===== src/rtl/occupancy_lux_sensor.sv =====
// occupancy_lux_sensor
// Sensor front-end for the lighting path: synchronises and debounces the PIR
// input into an occupancy status with a hold timer, and turns ambient-light
// ADC samples into a day/night status with hysteresis and run confirmation.

module occupancy_lux_sensor #(
   parameter int DEBOUNCE = 4,
   parameter int HOLD     = 16,
   parameter int LUX_W    = 8,
   parameter int NIGHT_TH = 80,
   parameter int DAY_TH   = 120,
   parameter int CONFIRM  = 3
) (
   input  logic             clk,
   input  logic             rst_n,
   input  logic             pir_raw,
   input  logic [LUX_W-1:0] lux,
   input  logic             lux_valid,
   output logic             person,
   output logic             light,
   output logic             occ_change
);

   // Shared counter must cover the longer of the debounce and hold runs.
   localparam int CNT_MAX = (DEBOUNCE > HOLD) ? DEBOUNCE : HOLD;
   localparam int CNT_W   = $clog2(CNT_MAX + 1);
   localparam int LCNT_W  = $clog2(CONFIRM + 1);

   localparam logic [CNT_W-1:0]  CNT_ZERO  = {CNT_W{1'b0}};
   localparam logic [CNT_W-1:0]  CNT_ONE   = CNT_W'(1);
   localparam logic [CNT_W-1:0]  DEB_LAST  = CNT_W'(DEBOUNCE);
   localparam logic [CNT_W-1:0]  HOLD_LAST = CNT_W'(HOLD);
   localparam logic [LCNT_W-1:0] LCNT_ZERO = {LCNT_W{1'b0}};
   localparam logic [LCNT_W-1:0] LCNT_ONE  = LCNT_W'(1);
   localparam logic [LCNT_W-1:0] CONF_LAST = LCNT_W'(CONFIRM);
   localparam logic [LUX_W-1:0]  NIGHT_LUX = LUX_W'(NIGHT_TH);
   localparam logic [LUX_W-1:0]  DAY_LUX   = LUX_W'(DAY_TH);

   typedef enum logic [1:0] {
      VACANT   = 2'd0,
      ARMING   = 2'd1,
      OCCUPIED = 2'd2,
      HOLDING  = 2'd3
   } occ_state_t;

   logic              sync_meta_r;
   logic              pir_s_r;
   occ_state_t        state_r;
   logic [CNT_W-1:0]  cnt_r;
   logic [CNT_W-1:0]  cnt_inc_s;
   logic [LCNT_W-1:0] lcnt_r;
   logic [LCNT_W-1:0] lcnt_inc_s;
   logic              lux_qual_s;

   assign cnt_inc_s  = cnt_r + CNT_ONE;
   assign lcnt_inc_s = lcnt_r + LCNT_ONE;

   // Two-flop synchroniser bringing the asynchronous PIR pin into clk domain.
   always_ff @(posedge clk or negedge rst_n) begin
      if (!rst_n) begin
         sync_meta_r <= 1'b0;
         pir_s_r     <= 1'b0;
      end else begin
         sync_meta_r <= pir_raw;
         pir_s_r     <= sync_meta_r;
      end
   end

   // Occupancy FSM: debounce on entry, hold timer on exit, registered status and change pulse.
   always_ff @(posedge clk or negedge rst_n) begin
      if (!rst_n) begin
         state_r    <= VACANT;
         cnt_r      <= CNT_ZERO;
         person     <= 1'b0;
         occ_change <= 1'b0;
      end else begin
         occ_change <= 1'b0;
         case (state_r)
            VACANT: begin
               if (pir_s_r) begin
                  if (DEBOUNCE == 1) begin
                     state_r    <= OCCUPIED;
                     cnt_r      <= CNT_ZERO;
                     person     <= 1'b1;
                     occ_change <= 1'b1;
                  end else begin
                     state_r <= ARMING;
                     cnt_r   <= CNT_ONE;
                  end
               end else begin
                  cnt_r <= CNT_ZERO;
               end
            end
            ARMING: begin
               if (!pir_s_r) begin
                  state_r <= VACANT;
                  cnt_r   <= CNT_ZERO;
               end else if (cnt_inc_s == DEB_LAST) begin
                  state_r    <= OCCUPIED;
                  cnt_r      <= CNT_ZERO;
                  person     <= 1'b1;
                  occ_change <= 1'b1;
               end else begin
                  cnt_r <= cnt_inc_s;
               end
            end
            OCCUPIED: begin
               if (!pir_s_r) begin
                  if (HOLD == 1) begin
                     state_r    <= VACANT;
                     cnt_r      <= CNT_ZERO;
                     person     <= 1'b0;
                     occ_change <= 1'b1;
                  end else begin
                     state_r <= HOLDING;
                     cnt_r   <= CNT_ONE;
                  end
               end else begin
                  cnt_r <= CNT_ZERO;
               end
            end
            HOLDING: begin
               // A retrigger simply resumes occupancy; person never dropped, so no pulse.
               if (pir_s_r) begin
                  state_r <= OCCUPIED;
                  cnt_r   <= CNT_ZERO;
               end else if (cnt_inc_s == HOLD_LAST) begin
                  state_r    <= VACANT;
                  cnt_r      <= CNT_ZERO;
                  person     <= 1'b0;
                  occ_change <= 1'b1;
               end else begin
                  cnt_r <= cnt_inc_s;
               end
            end
            default: begin
               state_r <= VACANT;
               cnt_r   <= CNT_ZERO;
               person  <= 1'b0;
            end
         endcase
      end
   end

   // A sample qualifies only if it lies strictly beyond the threshold opposite the current status.
   always_comb begin
      lux_qual_s = 1'b0;
      if (light) begin
         lux_qual_s = (lux < NIGHT_LUX);
      end else begin
         lux_qual_s = (lux > DAY_LUX);
      end
   end

   // Day/night hysteresis: count consecutive qualifying valid samples, flip status on the last one.
   always_ff @(posedge clk or negedge rst_n) begin
      if (!rst_n) begin
         lcnt_r <= LCNT_ZERO;
         light  <= 1'b1;
      end else if (lux_valid) begin
         if (lux_qual_s) begin
            if (lcnt_inc_s == CONF_LAST) begin
               light  <= ~light;
               lcnt_r <= LCNT_ZERO;
            end else begin
               lcnt_r <= lcnt_inc_s;
            end
         end else begin
            lcnt_r <= LCNT_ZERO;
         end
      end else begin
         lcnt_r <= lcnt_r;
         light  <= light;
      end
   end

endmodule


===== config.mk =====
export PLATFORM = sky130hd
export DESIGN_NAME = occupancy_lux_sensor
export DESIGN_NICKNAME = d
export VERILOG_FILES = /design/src/rtl/occupancy_lux_sensor.sv
export SDC_FILE = /design/constraint.sdc
export NUM_CORES = 1
export LEC_CHECK = 0
export ABC_AREA = 1
export CAP_MARGIN = 20
export CELL_PAD_IN_SITES_DETAIL_PLACEMENT = 2
export CELL_PAD_IN_SITES_GLOBAL_PLACEMENT = 2
export CORE_ASPECT_RATIO = 0.9
export CORE_UTILIZATION = 30
export CTS_CLUSTER_DIAMETER = 50
export DETAILED_ROUTE_END_ITERATION = 10
export PLACE_DENSITY_LB_ADDON = 0.1
export RECOVER_POWER = 50
export SYNTH_ARGS = -nofsm -noshare
export SYNTH_HDL_FRONTEND = slang
export SYNTH_SLANG_ARGS = --single-unit
export TNS_END_PERCENT = 10

===== constraint.sdc =====
create_clock -name clk -period 3.15 [get_ports clk]
set_input_delay 0.315 -clock clk [delete_from_list [all_inputs] [get_ports clk]]
set_output_delay 0.315 -clock clk [all_outputs]
set_load 0.03 [all_outputs]

# After elaboration in Yosys (flattened, before gate mapping)
# Cells that the tools add are included.
# totals
ff_bits	14
in_bits	12
# op_classes
n_mux	27
addsub	2
eq_ne	14
n_bitwise	1
n_reduce_logical	5
magnitude_cmp	2
# ops
cell	count
5-bit two-way mux	4
5-bit one-hot mux with 4 select lines	1
2-bit two-way mux	8
2-bit != test, second input constant	6
1-bit two-way mux	11
8-bit by 7-bit > comparator with 1-bit output, second input constant	1
8-bit by 7-bit less-than comparator with 1-bit output, second input constant	1
2-bit one-hot mux with 4 select lines	1
2-bit == test, second input constant	3
3-bit != test, second input constant	2
5-bit by 1-bit adder with 5-bit output, second input constant	1
5-bit by 3-bit == test with 1-bit output, second input constant	1
5-bit == test, second input constant	1
5-bit AND reduction	1
1-bit one-hot mux with 2 select lines	2
4-bit AND reduction	1
3-bit AND reduction	1
2-bit by 1-bit adder with 2-bit output, second input constant	1
2-bit by 1-bit == test with 1-bit output, second input constant	1
2-bit logical NOT	1
2-bit nonzero test	1
1-bit NOT	1

# Logic depth before layout (Yosys ltp)
# Gate-level depths: netlist of the first run.
# depth
ltp_word	5
ltp_mapped	9
ltp_nobuf	9

# Worst setup path after synthesis of the first run
# Ideal clock, no wire load.
# synth_timing
kind	register to register
from	register cnt_r[0]
to	register with a tool-made name
stages_incl_launch_ff	10
t_arrival_ns	1.174
slack_ns	1.859
synth_period_minus_slack_ns	1.291
required_ns	3.033
cell_sequence	dfrtp_1 ha_1 nand3_1 nand2_1 nand2_1 nand3_2 nand2_1 nand3_2 nand2_1 nand2_1
# synth_rtl
item	line_no	source
from (decl)	49	logic [CNT_W-1:0] cnt_r;
from (signal assigned)	104	cnt_r <= cnt_inc_s;
from (signal assigned)	133	cnt_r <= cnt_inc_s;

# Worst setup path in the final report of the first run
# layout_timing
from	register light
to	output port light
# layout_rtl
item	line_no	source
from (decl)	20	output logic light,
from (signal assigned)	163	light <= ~light;
from (signal assigned)	173	light <= light;
# No word-level cell between the ends.

==> results.cfg, run 1 <==
[status]
status = finished clean

[sta]
timing.setup.tns_ns = 0
slew_violations = 0
maxClockFrequency_mhz = 542
report.final.hold_viol_count = 0
grt_setup_unrepaired = false
fin_crit_sh = 0.585
setup-violations-final = 0
max-slew-margin-rel = 0.565
tightest_slew_ns = 0.650
period_needed_ns = 1.84
fin_skew_ns = 0.00969
final.setup.worst_slack_ns = 1.31

[yosys]
synth_fp_nets = 98
synth_area_um2 = 706
yosys.cell_count.top_type = nand2_1
yosysSeqAreaShare = 0.498
syn-instance-count = 85
synth_enable_flop_cells = 0
ys_ff_latch = 14
per_instance_average_area_after_synthesis_um2 = 8.30
yosys_warnings = 0
async_flop_share = 1.00
post_synth_top_flop = dfrtp_1
synth.top_cells.by_count = nand2_1, dfrtp_1, inv_1
synthDistinctLibCells = 21
post-synth-top-area-fraction = 0.461
post-synth-top-area-cell = dfrtp_1
synth_top_cells_by_area = dfrtp_1, nand2_1, inv_1, nand4_1, dfstp_2

[finish]
proportion_of_layout_cells_with_a_drive_suffix_above_1 = 0.0971
diodes = 0
nets = 117
area.growth.synth_to_final_pct = 29.8
fill_cells = 259

[setup_path]
cell_at_the_slowest_stage_of_the_critical_path = clkdlybuf4s50_1
worstSetupPathDepth = 1
worst_path_maximum_fanout = 5
rr_worst_depth = 9
critPathBufInv = 1
timing.critical_path.to_type = output port
cp_data_required_time_ns = 2.83
worstPathCellList = clkdlybuf4s50_1
slowest_stage_delay_on_critical_path_ns = 0.67
cp_data_arrival_time_ns = 1.53
critPathTopFamily = buffers and inverters
timing.critical_path.from_type = register
critPathKind = register to output port

[floorplan]
core_region_area_um2 = 2200
floorplan.die_area_um2 = 2550
io_pins = 15
die_y_um = 48.0
initial_core_util = 0.320
dieWidth_um = 53.1
rows = 16

[clock_network]
numCtsBuffers = 3
cts_setup_buffers = 0
cts_sinks = 14
clk_root_buffer_cell = clkbuf_4
cts-hold-fix-buffers = 0
cts.htree.levels = 1
tritoncts = built
clockBufferDepth = 2
clock_latency_late_sink_ns = 0.29
cts.reportedPaths.clkPinSlew_ns = 0.09
cts.repair.resized = 0

[global_route]
first_global_vias = 626
grt_first_pass_wirelength_um = 2770
track_usage = 0.157
maximum_number_of_pins_on_one_net_before_global_route_repair = 15
grt_antenna_before_repair = 0
global_route.overflow_total = 0

[placement]
placement.setup.worst_slack_ns = 1.54
place_hpwl_um = 1360
placement.io_buffers = 14
gp_congestion = 0.727

[detailed_routing]
drt-met1-wl_um = 834
dr_wl_met2_um = 773
num_vias = 641
met3WireLength_um = 79
drc = 0
antenna_left = 0
routed.top_layer = met3
routedWlPerCell_um = 13.0
drt-pass1-iter-count = 4
detail_route.wirelength_um = 1690
viasPerCell = 4.93
drt_iter0_markers = 5

[job]
max_cap_viol_count = 0

[hold_path]
worstHoldPathType = register to register
timing.hold.worst_path_depth = 0

[pwr]
power_density_nw_per_um2 = 695
total_leakage_power_nw = 0.422
vdd.ir_drop.worst_uv = 345
cell families (layout without fill, tap and decap cells):
family / Yosys count / after routing / share of synthesized area
compound gates: 12 / 12 / 0.0958
buf+inv: 13 / 31 / 0.0692
flops: 14 / 14 / 0.498
simple gates: 45 / 45 / 0.319
fa+ha+maj: 1 / 1 / 0.0177
flip-flops by register name (all words and copies together), names as in the netlist, named ones only:
name and cells:
cnt_r 5, state_r 1, lcnt_r 2, light 1
sync_meta_r 1, person 1, occ_change 1, pir_s_r 1
layout make-up:
cell class | count | area [µm²] | share of cell area
clock buffers | 4 | 36.3 | 0.0396
inverters | 13 | 48.8 | 0.0533
multi-input cells | 58 | 305 | 0.333
flip-flops and latches | 14 | 352 | 0.384
well taps | 27 | 33.8 | 0.0369
repair buffers | 14 | 140 | 0.153
path summary, 6_finish.rpt:
check                                      start                     end  slack, ns
hold reg to reg            sync_meta_r$_DFF_PN0_       pir_s_r$_DFF_PN0_       0.36
min in group asynchronous                  rst_n    occ_change$_DFF_PN0_       0.49
hold / removal             sync_meta_r$_DFF_PN0_       pir_s_r$_DFF_PN0_       0.36
max in group asynchronous                  rst_n  state_r[0]$_DFFE_PN0P_       2.24
setup reg to reg              cnt_r[0]$_DFF_PN0_                register       1.63
setup / recovery               light$_DFFE_PN1P_                   light       1.31
stage by stage:
step | cells | cell area (µm²) | total power, mW | util | hold slack (ns)
floorplan | 85 | 706 | 0.428 | - | 0.0194
global placement | 126 | 880 | 0.502 | 0.399 | 0.337
detailed placement | 126 | 880 | 0.513 | 0.399 | 0.348
CTS | 130 | 916 | 0.647 | 0.416 | 0.369
global route | 130 | 916 | 0.691 | 0.416 | 0.379
finish | 130 | 916 | 0.636 | 0.416 | 0.362
where the power goes:
part | switching, mW | internal, mW | total [mW] | leakage [nW]
Combinational | 0.136 | 0.0931 | 0.229 | 0.222
Sequential | 0.0441 | 0.232 | 0.276 | 0.179
Clock | 0.0605 | 0.0703 | 0.131 | 0.0210
routing by layer:
layer	vias to the layer above	track usage
li1	317	-
met1	313	0.196
met2	11	0.263
met3	0	0.0667
met4	0	0.0158
met5	-	0
cell usage in the layout, fill, tap and decap left out, types with 4 or more instances in the layout:
master            n
a21oi_1           4
clkdlybuf4s50_1  12
dfrtp_1          13
inv_1            13
nand2_1          20
nand3_1           5
nand4_1           5
nor2_1            4
o21ai_0           4
Note: power is estimated with default switching activity, not from simulation.
==> run 2, diff against run 1 <==
Settings changed: CORE_UTILIZATION 30 to 28.
Clock period 3.15 ns to 1.74 ns, I/O delays scaled along.
==> results.cfg, run 2 (same netlist as run 1, synthesis figures left out) <==
[status]
status = finished clean

[finish]
largest_register = cnt_r
final_cell_count_no_fill = 131
layout.cells.most_common_list = nand2_1, inv_1, dfrtp_1
flip_flop_count_of_the_largest_register_after_layout = 5
area.growth.synth_to_final_pct = 30.3
proportion_of_layout_cells_with_a_drive_suffix_above_1 = 0.0962
nets = 118
reg_top3 = cnt_r x5, lcnt_r x2
multi_input_comb_area_um2 = 305
layout_commonest_cell = nand2_1
regArea_um2 = 352
fill_cells = 273
diodes = 0

[clock_network]
cts.repair.resized = 0
cts_sinks = 14
cts_setup_buffers = 0
cts.reportedPaths.clkPinSlew_ns = 0.10
cts-hold-fix-buffers = 0
tritoncts = built
clockBufferDepth = 2
numCtsBuffers = 3
cts.htree.levels = 1
clk_root_buffer_cell = clkbuf_4
clock_latency_late_sink_ns = 0.29

[setup_path]
worstPathCellList = clkdlybuf4s50_1
rr_worst_depth = 7
timing.critical_path.from_type = register
timing.critical_path.to_type = output port
critPathBufInv = 1
critPathKind = register to output port
slowest_stage_delay_on_critical_path_ns = 0.67
cell_at_the_slowest_stage_of_the_critical_path = clkdlybuf4s50_1
cp_data_required_time_ns = 1.57
r2r_start = cnt_r[0]$_DFF_PN0_
cp_data_arrival_time_ns = 1.52
critPathTopFamily = buffers and inverters
rrSetupSlack_ns = 0.23
worst_path_maximum_fanout = 5

[pwr]
total_leakage_power_nw = 0.423
seq_power_share = 0.435
power_density_nw_per_um2 = 1260
power.switching_uw = 440
power.clock.fraction = 0.207
comb_power_share = 0.358
cell_internal_pwr_uw = 716
switching_share = 0.381
vdd.ir_drop.worst_uv = 513

[sta]
maxClockFrequency_mhz = 592
setup-violations-final = 0
tightest_slew_ns = 0.383
fin_crit_sh = 0.971
slew_violations = 0
max-slew-margin-rel = 0.744
fin_skew_ns = 0.0109
grt_setup_unrepaired = false
timing.setup.tns_ns = 0
period_needed_ns = 1.69
fin_worst_hold_slack_ns = 0.229
report.final.hold_viol_count = 0

[floorplan]
dieWidth_um = 54.9
floorplan.die_area_um2 = 2730
initial_core_util = 0.309
core_region_area_um2 = 2280
rows = 16
die_y_um = 49.6
io_pins = 15

[global_route]
maximum_number_of_pins_on_one_net_before_global_route_repair = 9
grt_util_met2 = 0.241
first_global_vias = 672
global_route.overflow_total = 0
global_route.usage.met1 = 0.196
grt.met3_usage = 0.0494
track_usage = 0.151
grt_first_pass_wirelength_um = 2940
globalRoute.busiestLayer = met2
grt_antenna_before_repair = 0

[detailed_routing]
viasPerCell = 4.94
routedWlPerCell_um = 13.6
drt-pass1-iter-count = 4
num_vias = 647
drt_iter0_markers = 4
drc = 0
antenna_left = 0
detail_route.wirelength_um = 1780

[placement]
place_hpwl_um = 1440
placement.io_buffers = 14
number_of_cells_after_detailed_placement = 127
gp_congestion = 0.758

[job]
max_cap_viol_count = 0

[hold_path]
worstHoldPathType = input pin to asynchronous set/reset pin
[run 2: final cells by class]
class	instances	share of cell area
Sequential cell	14	0.382
Tap cell	27	0.0367
Multi-Input combinational cell	58	0.332
Clock buffer	4	0.0395
Timing Repair Buffer	15	0.156
Inverter	13	0.0531
[run 2: worst max path at each step]
stage | from | end | slack, ns | cells after the start
3_5_place_dp | cnt_r[0]$_DFF_PN0_ | register | 0.25 | 7
4_1_cts | light$_DFFE_PN1P_ | light | 0.02 | 1
3_3_place_gp | cnt_r[0]$_DFF_PN0_ | register | 0.30 | 9
2_1_floorplan | cnt_r[0]$_DFF_PN0_ | register | 0.45 | 9
5_1_grt | light$_DFFE_PN1P_ | light | 0.003 | 1
6_report | light$_DFFE_PN1P_ | light | 0.05 | 1
[run 2: power groups by stage]
stage                     registers, mW  logic (mW)  clock network, mW
after floorplan                   0.525       0.249                  0
after global placement            0.506       0.408                  0
after detailed placement          0.511       0.416                  0
after CTS                         0.504       0.424              0.250
after global routing              0.514       0.468              0.258
final                             0.503       0.414              0.240
[run 2: through the flow]
stage / total power, mW / area (µm²) / util / worst slack (ns)
6_report: 1.16 / 920 / 0.403 / 0.0507
4_1_cts: 1.18 / 923 / 0.405 / 0.0216
5_1_grt: 1.24 / 920 / 0.403 / 0.00349
2_1_floorplan: 0.774 / 706 / - / 0.449
3_5_place_dp: 0.927 / 887 / 0.389 / 0.254
3_3_place_gp: 0.914 / 887 / 0.389 / 0.299
[run 2: routing by layer]
metal,share of wire,wire length [µm]
met2,0.49,879
met4,0,0
met3,0.037,66
met5,0,0
met1,0.47,836
==> run 3, diff against run 2 <==
Settings changed: CORE_MARGIN set to 4, REMOVE_ABC_BUFFERS set to 1.
==> results.cfg, run 3 (same netlist as run 1, synthesis figures left out) <==
[status]
status = finished clean

[clock_network]
cts.htree.levels = 1
cts-hold-fix-buffers = 0
clockBufferDepth = 2
cts_setup_buffers = 0
cts_sinks = 14
cts.repair.resized = 0
tritoncts = built
clock_latency_late_sink_ns = 0.28
numCtsBuffers = 3
clk_root_buffer_cell = clkbuf_4
cts.reportedPaths.clkPinSlew_ns = 0.09

[placement]
placement.setup.worst_slack_ns = 0.221
place_hpwl_um = 1420
placement.io_buffers = 14
gp_congestion = 0.763

[pwr]
seq_power_share = 0.436
total_leakage_power_nw = 0.436
comb_power_share = 0.359
total_power_mw = 1.15
power.switching_uw = 434
power.clock.fraction = 0.205
cell_internal_pwr_uw = 714
vdd.ir_drop.worst_uv = 643
power_density_nw_per_um2 = 1240
switching_share = 0.378

[detailed_routing]
met3WireLength_um = 87
routedWlPerCell_um = 13.1
antenna_left = 0
drc = 0
drt-pass1-iter-count = 3
num_vias = 652
detail_route.wirelength_um = 1720
dr_wl_met2_um = 797
drt_iter0_markers = 14
viasPerCell = 4.98
drt-met1-wl_um = 827
routed.top_layer = met4

[sta]
tightest_slew_ns = 0.367
fin_crit_sh = 0.878
setup-violations-final = 0
timing.setup.tns_ns = 0
fin_skew_ns = 0.00858
final.setup.worst_slack_ns = 0.212
slew_violations = 0
report.final.hold_viol_count = 0
grt_setup_unrepaired = false
max-slew-margin-rel = 0.755
maxClockFrequency_mhz = 655
period_needed_ns = 1.53

[floorplan]
initial_core_util = 0.309
core_region_area_um2 = 2280
io_pins = 15
rows = 16
floorplan.die_area_um2 = 3390
dieWidth_um = 60.9
die_y_um = 55.6

[setup_path]
timing.critical_path.to_type = register
cp_data_required_time_ns = 1.91
cp_data_arrival_time_ns = 1.70
rrSetupSlack_ns = 0.21
timing.critical_path.from_type = register
worst_path_maximum_fanout = 5
critPathKind = register to register

[finish]
layout_commonest_cell = nand2_1
area.growth.synth_to_final_pct = 30.7
proportion_of_layout_cells_with_a_drive_suffix_above_1 = 0.0962
diodes = 0
largest_register = cnt_r
layout.cells.most_common_list = nand2_1, inv_1, dfrtp_1
nets = 118
flip_flop_count_of_the_largest_register_after_layout = 5
utilization = 0.404
reg_top3 = cnt_r x5, lcnt_r x2

[global_route]
grt_first_pass_wirelength_um = 3120
global_route.overflow_total = 0
track_usage = 0.121
grt_antenna_before_repair = 0
first_global_vias = 696
maximum_number_of_pins_on_one_net_before_global_route_repair = 9

[job]
max_cap_viol_count = 0

[hold_path]
worstHoldPathType = input pin to asynchronous set/reset pin
==> run 3: final cells by class <==
type | instances | area (µm²)
Timing Repair Buffer | 15 | 146
Sequential cell | 14 | 352
Fill cell | 278 | 1360
Multi-Input combinational cell | 58 | 305
Clock buffer | 4 | 36.3
Tap cell | 27 | 33.8
Inverter | 13 | 48.8
==> run 3: critical path, cell delays in order, from the launching register on <==
cell and delay (ns):
dfrtp_1 0.42, ha_1 0.26, nand3_1 0.09, nand2_1 0.08, nand2_1 0.12, nand3_2 0.10, nand2_1 0.13, nand3_2 0.09
nand2_1 0.07, nand2_1 0.05
==> run 3: through the flow <==
stage	hold slack [ns]	instances	cell area, µm²
final	0.227	131	922
after global routing	0.246	131	922
after CTS	0.162	131	923
after detailed placement	0.346	127	887
after global placement	0.337	127	887
after floorplan	-0.122	85	706
==> run 3: power by group through the flow <==
stage / registers (mW) / clock network [mW] / logic [mW]
floorplan: 0.525 / 0 / 0.249
global placement: 0.506 / 0 / 0.408
detailed placement: 0.508 / 0 / 0.419
CTS: 0.502 / 0.252 / 0.425
global route: 0.519 / 0.266 / 0.471
finish: 0.500 / 0.236 / 0.412
==> run 3: layer usage <==
metal | vias up | track usage
li1 | 320 | -
met1 | 320 | 0.173
met2 | 10 | 0.169
met3 | 2 | 0.0418
met4 | 0 | 0.0372
met5 | - | 0
==> run 3: path summary, 6_finish.rpt <==
check | from | endpoint | depth (start not counted)
setup / recovery | cnt_r[0]$_DFF_PN0_ | register | 9
setup reg to reg | cnt_r[0]$_DFF_PN0_ | register | 9
hold reg to reg | sync_meta_r$_DFF_PN0_ | pir_s_r$_DFF_PN0_ | 0
hold / removal | rst_n | occ_change$_DFF_PN0_ | 1
max in group asynchronous | rst_n | light$_DFFE_PN1P_ | 2
min in group clk | sync_meta_r$_DFF_PN0_ | pir_s_r$_DFF_PN0_ | 0
